[src/rtl/uart_tx_sched_if.sv]
// Handshake bundle between the TX scheduler, the FWFT async FIFO read port and the UART TX.
// The master modport is the scheduler side; the slave modport is the FIFO/UART environment.
interface uart_tx_sched_if #(
  parameter int DATA_WIDTH = 8
);
  logic                  Sched_EN;
  logic                  FIFO_EMPTY;
  logic [DATA_WIDTH-1:0] FIFO_RdData;
  logic                  TX_Busy;
  logic                  FIFO_RdInc;
  logic [DATA_WIDTH-1:0] TX_P_Data;
  logic                  TX_D_VLD;
  logic [7:0]            Frame_Count;
  logic                  Retry_Err;

  modport master (
    input  Sched_EN,
    input  FIFO_EMPTY,
    input  FIFO_RdData,
    input  TX_Busy,
    output FIFO_RdInc,
    output TX_P_Data,
    output TX_D_VLD,
    output Frame_Count,
    output Retry_Err
  );

  modport slave (
    output Sched_EN,
    output FIFO_EMPTY,
    output FIFO_RdData,
    output TX_Busy,
    input  FIFO_RdInc,
    input  TX_P_Data,
    input  TX_D_VLD,
    input  Frame_Count,
    input  Retry_Err
  );
endinterface

[src/rtl/uart_tx_sched.sv]
// Pops words from a FWFT async FIFO and hands them one at a time to a UART TX, re-strobing when Busy never rises.
// Optional inter-frame gap (GAP state and counter) is compiled in when UART_TX_GAP_EN is defined.
module uart_tx_sched #(
  parameter int DATA_WIDTH   = 8,
  parameter int BUSY_TIMEOUT = 4,
  parameter int GAP_CYCLES   = 2
) (
  input  logic            CLK,
  input  logic            RST,
  uart_tx_sched_if.master bus
);

  if (BUSY_TIMEOUT < 1 || BUSY_TIMEOUT > 15) begin : g_bad_timeout
    $error("uart_tx_sched: BUSY_TIMEOUT must be within 1..15");
  end
  if (GAP_CYCLES < 1 || GAP_CYCLES > 15) begin : g_bad_gap
    $error("uart_tx_sched: GAP_CYCLES must be within 1..15");
  end

  // Counter value of the last WAIT_START cycle before a retry: BUSY_TIMEOUT cycles total.
  localparam logic [3:0] TMO_LAST = 4'(BUSY_TIMEOUT - 1);

`ifdef UART_TX_GAP_EN
  localparam logic [3:0] GAP_LAST = 4'(GAP_CYCLES - 1);

  typedef enum logic [2:0] {
    IDLE       = 3'd0,
    SEND       = 3'd1,
    WAIT_START = 3'd2,
    WAIT_DONE  = 3'd3,
    GAP        = 3'd4
  } state_t;
`else
  typedef enum logic [2:0] {
    IDLE       = 3'd0,
    SEND       = 3'd1,
    WAIT_START = 3'd2,
    WAIT_DONE  = 3'd3
  } state_t;
`endif

  state_t                r_state;
  state_t                w_state_nxt;
  logic [3:0]            r_tmo_cnt;
  logic [3:0]            w_tmo_cnt_nxt;
  logic                  r_rd_inc;
  logic                  w_rd_inc_nxt;
  logic                  r_tx_vld;
  logic                  w_tx_vld_nxt;
  logic [DATA_WIDTH-1:0] r_tx_data;
  logic [DATA_WIDTH-1:0] w_tx_data_nxt;
  logic [7:0]            r_frame_cnt;
  logic [7:0]            w_frame_cnt_nxt;
  logic                  r_retry_err;
  logic                  w_retry_err_nxt;
  logic                  w_start;
`ifdef UART_TX_GAP_EN
  logic [3:0]            r_gap_cnt;
  logic [3:0]            w_gap_cnt_nxt;
`endif

  assign w_start = bus.Sched_EN & ~bus.FIFO_EMPTY & ~bus.TX_Busy;

  // Next-state and next-output decode; strobes are computed here and registered below.
  always_comb begin
    w_state_nxt     = r_state;
    w_tmo_cnt_nxt   = r_tmo_cnt;
    w_rd_inc_nxt    = 1'b0;
    w_tx_vld_nxt    = 1'b0;
    w_tx_data_nxt   = r_tx_data;
    w_frame_cnt_nxt = r_frame_cnt;
    w_retry_err_nxt = r_retry_err;
`ifdef UART_TX_GAP_EN
    w_gap_cnt_nxt   = r_gap_cnt;
`endif
    case (r_state)
      IDLE: begin
        if (w_start) begin
          w_state_nxt   = SEND;
          w_rd_inc_nxt  = 1'b1;
          w_tx_data_nxt = bus.FIFO_RdData;
        end else begin
          w_state_nxt   = IDLE;
        end
      end
      SEND: begin
        w_state_nxt   = WAIT_START;
        w_tx_vld_nxt  = 1'b1;
        w_tmo_cnt_nxt = 4'd0;
      end
      WAIT_START: begin
        if (bus.TX_Busy) begin
          w_state_nxt     = WAIT_DONE;
        end else if (r_tmo_cnt == TMO_LAST) begin
          // Lost strobe: re-send the held byte without touching the FIFO.
          w_state_nxt     = SEND;
          w_retry_err_nxt = 1'b1;
        end else begin
          w_tmo_cnt_nxt   = r_tmo_cnt + 4'd1;
        end
      end
      WAIT_DONE: begin
        if (!bus.TX_Busy) begin
          w_frame_cnt_nxt = r_frame_cnt + 8'd1;
`ifdef UART_TX_GAP_EN
          w_state_nxt     = GAP;
          w_gap_cnt_nxt   = 4'd0;
`else
          w_state_nxt     = IDLE;
`endif
        end else begin
          w_state_nxt     = WAIT_DONE;
        end
      end
`ifdef UART_TX_GAP_EN
      GAP: begin
        if (r_gap_cnt == GAP_LAST) begin
          w_state_nxt   = IDLE;
        end else begin
          w_gap_cnt_nxt = r_gap_cnt + 4'd1;
        end
      end
`endif
      default: begin
        w_state_nxt = IDLE;
      end
    endcase
  end

  // State and output registers; reset abandons any frame in flight.
  always_ff @(posedge CLK or negedge RST) begin
    if (!RST) begin
      r_state     <= IDLE;
      r_tmo_cnt   <= 4'd0;
      r_rd_inc    <= 1'b0;
      r_tx_vld    <= 1'b0;
      r_tx_data   <= '0;
      r_frame_cnt <= 8'd0;
      r_retry_err <= 1'b0;
`ifdef UART_TX_GAP_EN
      r_gap_cnt   <= 4'd0;
`endif
    end else begin
      r_state     <= w_state_nxt;
      r_tmo_cnt   <= w_tmo_cnt_nxt;
      r_rd_inc    <= w_rd_inc_nxt;
      r_tx_vld    <= w_tx_vld_nxt;
      r_tx_data   <= w_tx_data_nxt;
      r_frame_cnt <= w_frame_cnt_nxt;
      r_retry_err <= w_retry_err_nxt;
`ifdef UART_TX_GAP_EN
      r_gap_cnt   <= w_gap_cnt_nxt;
`endif
    end
  end

  assign bus.FIFO_RdInc  = r_rd_inc;
  assign bus.TX_D_VLD    = r_tx_vld;
  assign bus.TX_P_Data   = r_tx_data;
  assign bus.Frame_Count = r_frame_cnt;
  assign bus.Retry_Err   = r_retry_err;

endmodule

[src/flat_wrapper.sv]
// flat-port wrapper written by rule: the top's interface ports become plain ports
module uart_tx_sched_flat 
#(
  parameter int DATA_WIDTH   = 8,
  parameter int BUSY_TIMEOUT = 4,
  parameter int GAP_CYCLES   = 2
)
  (CLK, RST, bus_Sched_EN, bus_FIFO_EMPTY, bus_FIFO_RdData, bus_TX_Busy, bus_FIFO_RdInc, bus_TX_P_Data, bus_TX_D_VLD, bus_Frame_Count, bus_Retry_Err);
  uart_tx_sched_if #(.DATA_WIDTH(DATA_WIDTH)) bus_i ();
  input  logic CLK;
  input  logic RST;
  input wire logic [$bits(bus_i.Sched_EN)-1:0] bus_Sched_EN;
  input wire logic [$bits(bus_i.FIFO_EMPTY)-1:0] bus_FIFO_EMPTY;
  input wire logic [$bits(bus_i.FIFO_RdData)-1:0] bus_FIFO_RdData;
  input wire logic [$bits(bus_i.TX_Busy)-1:0] bus_TX_Busy;
  output wire logic [$bits(bus_i.FIFO_RdInc)-1:0] bus_FIFO_RdInc;
  output wire logic [$bits(bus_i.TX_P_Data)-1:0] bus_TX_P_Data;
  output wire logic [$bits(bus_i.TX_D_VLD)-1:0] bus_TX_D_VLD;
  output wire logic [$bits(bus_i.Frame_Count)-1:0] bus_Frame_Count;
  output wire logic [$bits(bus_i.Retry_Err)-1:0] bus_Retry_Err;
  assign bus_i.Sched_EN = bus_Sched_EN;
  assign bus_i.FIFO_EMPTY = bus_FIFO_EMPTY;
  assign bus_i.FIFO_RdData = bus_FIFO_RdData;
  assign bus_i.TX_Busy = bus_TX_Busy;
  assign bus_FIFO_RdInc = bus_i.FIFO_RdInc;
  assign bus_TX_P_Data = bus_i.TX_P_Data;
  assign bus_TX_D_VLD = bus_i.TX_D_VLD;
  assign bus_Frame_Count = bus_i.Frame_Count;
  assign bus_Retry_Err = bus_i.Retry_Err;
  uart_tx_sched #(.DATA_WIDTH(DATA_WIDTH), .BUSY_TIMEOUT(BUSY_TIMEOUT), .GAP_CYCLES(GAP_CYCLES)) u_core (.CLK(CLK), .RST(RST), .bus(bus_i));
endmodule
[config.mk]
export PLATFORM = sky130hd
export DESIGN_NAME = uart_tx_sched_flat
export DESIGN_NICKNAME = d
export VERILOG_FILES = /design/src/rtl/uart_tx_sched_if.sv /design/src/rtl/uart_tx_sched.sv /design/src/flat_wrapper.sv
export SDC_FILE = /design/constraint.sdc
export NUM_CORES = 1
export LEC_CHECK = 0
export CAP_MARGIN = 30
export CORE_MARGIN = 1
export CORE_UTILIZATION = 50
export CTS_BUF_LIST = sky130_fd_sc_hd__clkbuf_8 sky130_fd_sc_hd__clkbuf_16
export CTS_CLUSTER_SIZE = 14
export DETAILED_ROUTE_END_ITERATION = 8
export DONT_BUFFER_PORTS = 1
export GPL_TIMING_DRIVEN = 0
export SLEW_MARGIN = 20
export SYNTH_ARGS = -nofsm -noshare
export SYNTH_HDL_FRONTEND = slang
export SYNTH_SLANG_ARGS = --single-unit
[constraint.sdc]
create_clock -name CLK -period 1.9 [get_ports CLK]
set_clock_uncertainty 0.1 [all_clocks]
set_input_delay 0.38 -clock CLK [delete_from_list [all_inputs] [get_ports CLK]]
set_output_delay 0.38 -clock CLK [all_outputs]
set_load 0.03 [all_outputs]
==> flow_summary_export.csv <==
group,metric,value,unit
layout,drive_above_1_share,17.9,%
synthesis,synthTopCellsByArea,"dfrtp_1 (58%), mux2_2 (8.3%), xnor2_1 (3.2%), nand3_1 (2.8%), nand2_1 (2.4%)",
cts,numCtsBuffers,3,
sta,hold_slack,-0.0110,ns
routing,drt-total-wl,1.82,mm
synthesis,synth_seq_area_share,57.9,%
synthesis,syn_inst,90,
global_route,grt_use_total,16.9,%
worst_hold_path,hold_class,"input port to asynchronous set/reset pin",
global_route,antenna_found_initial,0,
cts,ctsResizeCount,0,
cts,clk_latency,0.26,ns
layout,antennaDiodeCount,0,
sta,fin_crit_sh,89.8,%
job,maxCapViolations,0,
layout,multiInputGateArea,434,sq um
power,cellPowerDensity,1600,mW/mm^2
placed_design,gp_congestion,0.713,
synthesis,synth_nets,105,
synthesis,synthArstFlopShare,100,%
setup_path,cp-end-kind,"flop",
synthesis,synth-seq-cells,25,
cts,h-tree-depth,1,
setup_path,cp-start-kind,"flop",
synthesis,synth_cell_types,30,
sta,fin_crit,1.71,ns
routing,vias_per_cell,5.70,
sta,finalHoldViolations,13,
power,p_clk_share,16.3,%
die,io_pins,32,
routing,dr_total_vias,695,
sta,slew_viol_final,0,
sta,rsz0062_at_grt,"false",
routing,drtIter0Drc,5,
synthesis,synth_flop_cell,"dfrtp_1",
routing,drc,0,
sta,setup_viol,0,
layout,final_cell_area,0.00116,sq mm
cts,cts_tree,"built",
synthesis,avgSynthCellArea,12.0,sq um
setup_path,worstPathMaxFanout,10,
synthesis,yosysTopAreaCell,"dfrtp_1",
status,failed_checks,"hold timing",
power,ir_drop,986,uV
die,core,0.00200,sq mm
setup_path,cp.arrival,1.75,ns
cts,cts_root_buffer,"clkbuf_8",
layout,register_area,626,sq um
die,fp.dieW,48.5,um
power,switching_power,791,uW
synthesis,yosysWarnings,0,
routing,antenna_left,0,
placed_design,io_buffers,0,
setup_path,path_class,"flop to flop",
sta,tns,0,ns
power,leakagePower,0.544,nW
sta,worst_pin_slew,0.542,ns
sta,slew_headroom,63.9,%
synthesis,synth_edf_count,0,
setup_path,cp_data_required_time,1.95,ns
status,status,"complete, but fails checks",
cts,cts_sinks,25,
power,p_comb_share,21.6,%
cts,cts_buffer_depth,2,
power,power_frac_seq,62.1,%
die,initial_utilization,53.9,%
global_route,grt.overflow.total,0,
layout,fillers,167,
die,rows,16,
global_route,grt_max_degree,26,
power,switching_share,42.4,%
die,die_h,48.5,um
layout,fin_nets,111,
layout,syn_to_final_growth,7.88,%
global_route,grt_pass1_vias,702,
synthesis,netlist_area,0.00108,sq mm
global_route,grt_pass1_wl,3.04,mm
cts,cts.clk_slew.worst_paths,0.09,ns
synthesis,synthTopCellsByCount,"dfrtp_1 (25), mux2_2 (8), nand2_1 (7), nand3_1 (6), xnor2_1 (4)",
synthesis,yosysMostFrequentCell,"dfrtp_1",
die,die-area,0.00235,sq mm
placed_design,post-dp-hpwl,1.30,mm
sta,max_freq,586,MHz
power,p_int,1.07,mW
routing,drt_first_pass_iters,4,
synthesis,synth_top_area_share,57.9,%
routing,avgRoutedWirePerCell,14.9,um
placed_design,dpl-instance-area,0.00111,sq mm
what timing repair did:
item,in CTS,in global routing
setup buffers,0,0
hold buffers,1,0
hold endpoints to repair,25,0
per-layer routing:
layer	vias up	wire length (um)	track usage, %
met3	0	85	4.09
li1	327	-	-
met5	-	0	0
met1	349	827	19.8
met2	19	905	30.0
met4	0	0	5.88
worst max-delay path, cell delays in order, from the launching register on:
cell and delay (ns):
dfrtp_1 0.45, nor2_1 0.26, and3_1 0.19, buf_2 0.22
mux2_2 0.37
sequential cells by signal, indices dropped and copies added, names as in the netlist:
signal / cells
u_core.bus.TX_D_VLD: 1
u_core.r_state: 2
u_core.bus.Retry_Err: 1
u_core.bus.Frame_Count: 8
u_core.r_tmo_cnt: 4
u_core.bus.FIFO_RdInc: 1
u_core.bus.TX_P_Data: 8
layout make-up:
type | instances | area share (%)
flip-flops and latches | 25 | 53.7
multi-input cells | 60 | 37.3
clock buffers | 3 | 3.54
well taps | 27 | 2.90
inverters | 3 | 0.967
plain buffers | 2 | 0.752
clock inverters | 1 | 0.430
repair buffers | 1 | 0.430
path summary, 6_finish.rpt:
check	start	end	slack (ns)	depth (start not counted)
min in group CLK	bus_TX_Busy	u_core.r_state[0]$_DFFE_PN0P_	0.14	1
max in group asynchronous	RST	u_core.bus.TX_P_Data[3]$_DFFE_PN0P_	1.34	1
max	u_core.r_state[0]$_DFFE_PN0P_	u_core.bus.TX_P_Data[6]$_DFFE_PN0P_	0.19	4
min	RST	u_core.r_tmo_cnt[2]$_DFFE_PN0P_	-0.01	1
min reg2reg	u_core.r_tmo_cnt[0]$_DFFE_PN0P_	u_core.r_tmo_cnt[0]$_DFFE_PN0P_	0.43	1
max reg2reg	u_core.r_state[0]$_DFFE_PN0P_	u_core.bus.TX_P_Data[6]$_DFFE_PN0P_	0.19	4
logic make-up after synthesis:
kind of cell / count (synthesis) / share of synthesized area [%]
buffers and inverters: 5 / 1.85
XOR/XNOR: 7 / 5.68
multiplexers: 8 / 8.34
adder cells (fa/ha/maj): 2 / 2.32
flip-flops: 25 / 57.9
AO/OA/AOI/OAI: 12 / 7.30
AND/OR/NAND/NOR: 31 / 16.6
power groups by stage:
stage	logic [mW]	clock network (mW)	registers, mW
floorplan	0.332	0	1.13
global placement	0.378	0	1.17
detailed placement	0.399	0	1.17
CTS	0.413	0.314	1.16
global route	0.459	0.338	1.18
finish	0.402	0.304	1.16
cells in the final DEF, fill, tap and decap left out, types with 3 or more instances in the layout:
master	Yosys	routed
nand3_1	6	6
mux2_2	8	8
xor2_1	3	3
xnor2_1	4	4
nor2_1	3	3
nand2_1	7	7
clkbuf_8	0	3
inv_1	3	3
dfrtp_1	25	25
o21ai_0	3	3
through the flow:
stage	total power, mW	instances	hold slack, ns	util (%)	setup slack [ns]
detailed placement	1.57	117	-0.0151	55.6	0.176
CTS	1.89	122	0.136	58.4	0.162
global route	1.98	122	0.0310	58.2	0.0912
floorplan	1.46	90	-0.0156	-	0.374
global placement	1.54	117	-0.0152	55.6	0.206
finish	1.86	122	-0.0110	58.2	0.193
Power figures use the tool's default switching activity.
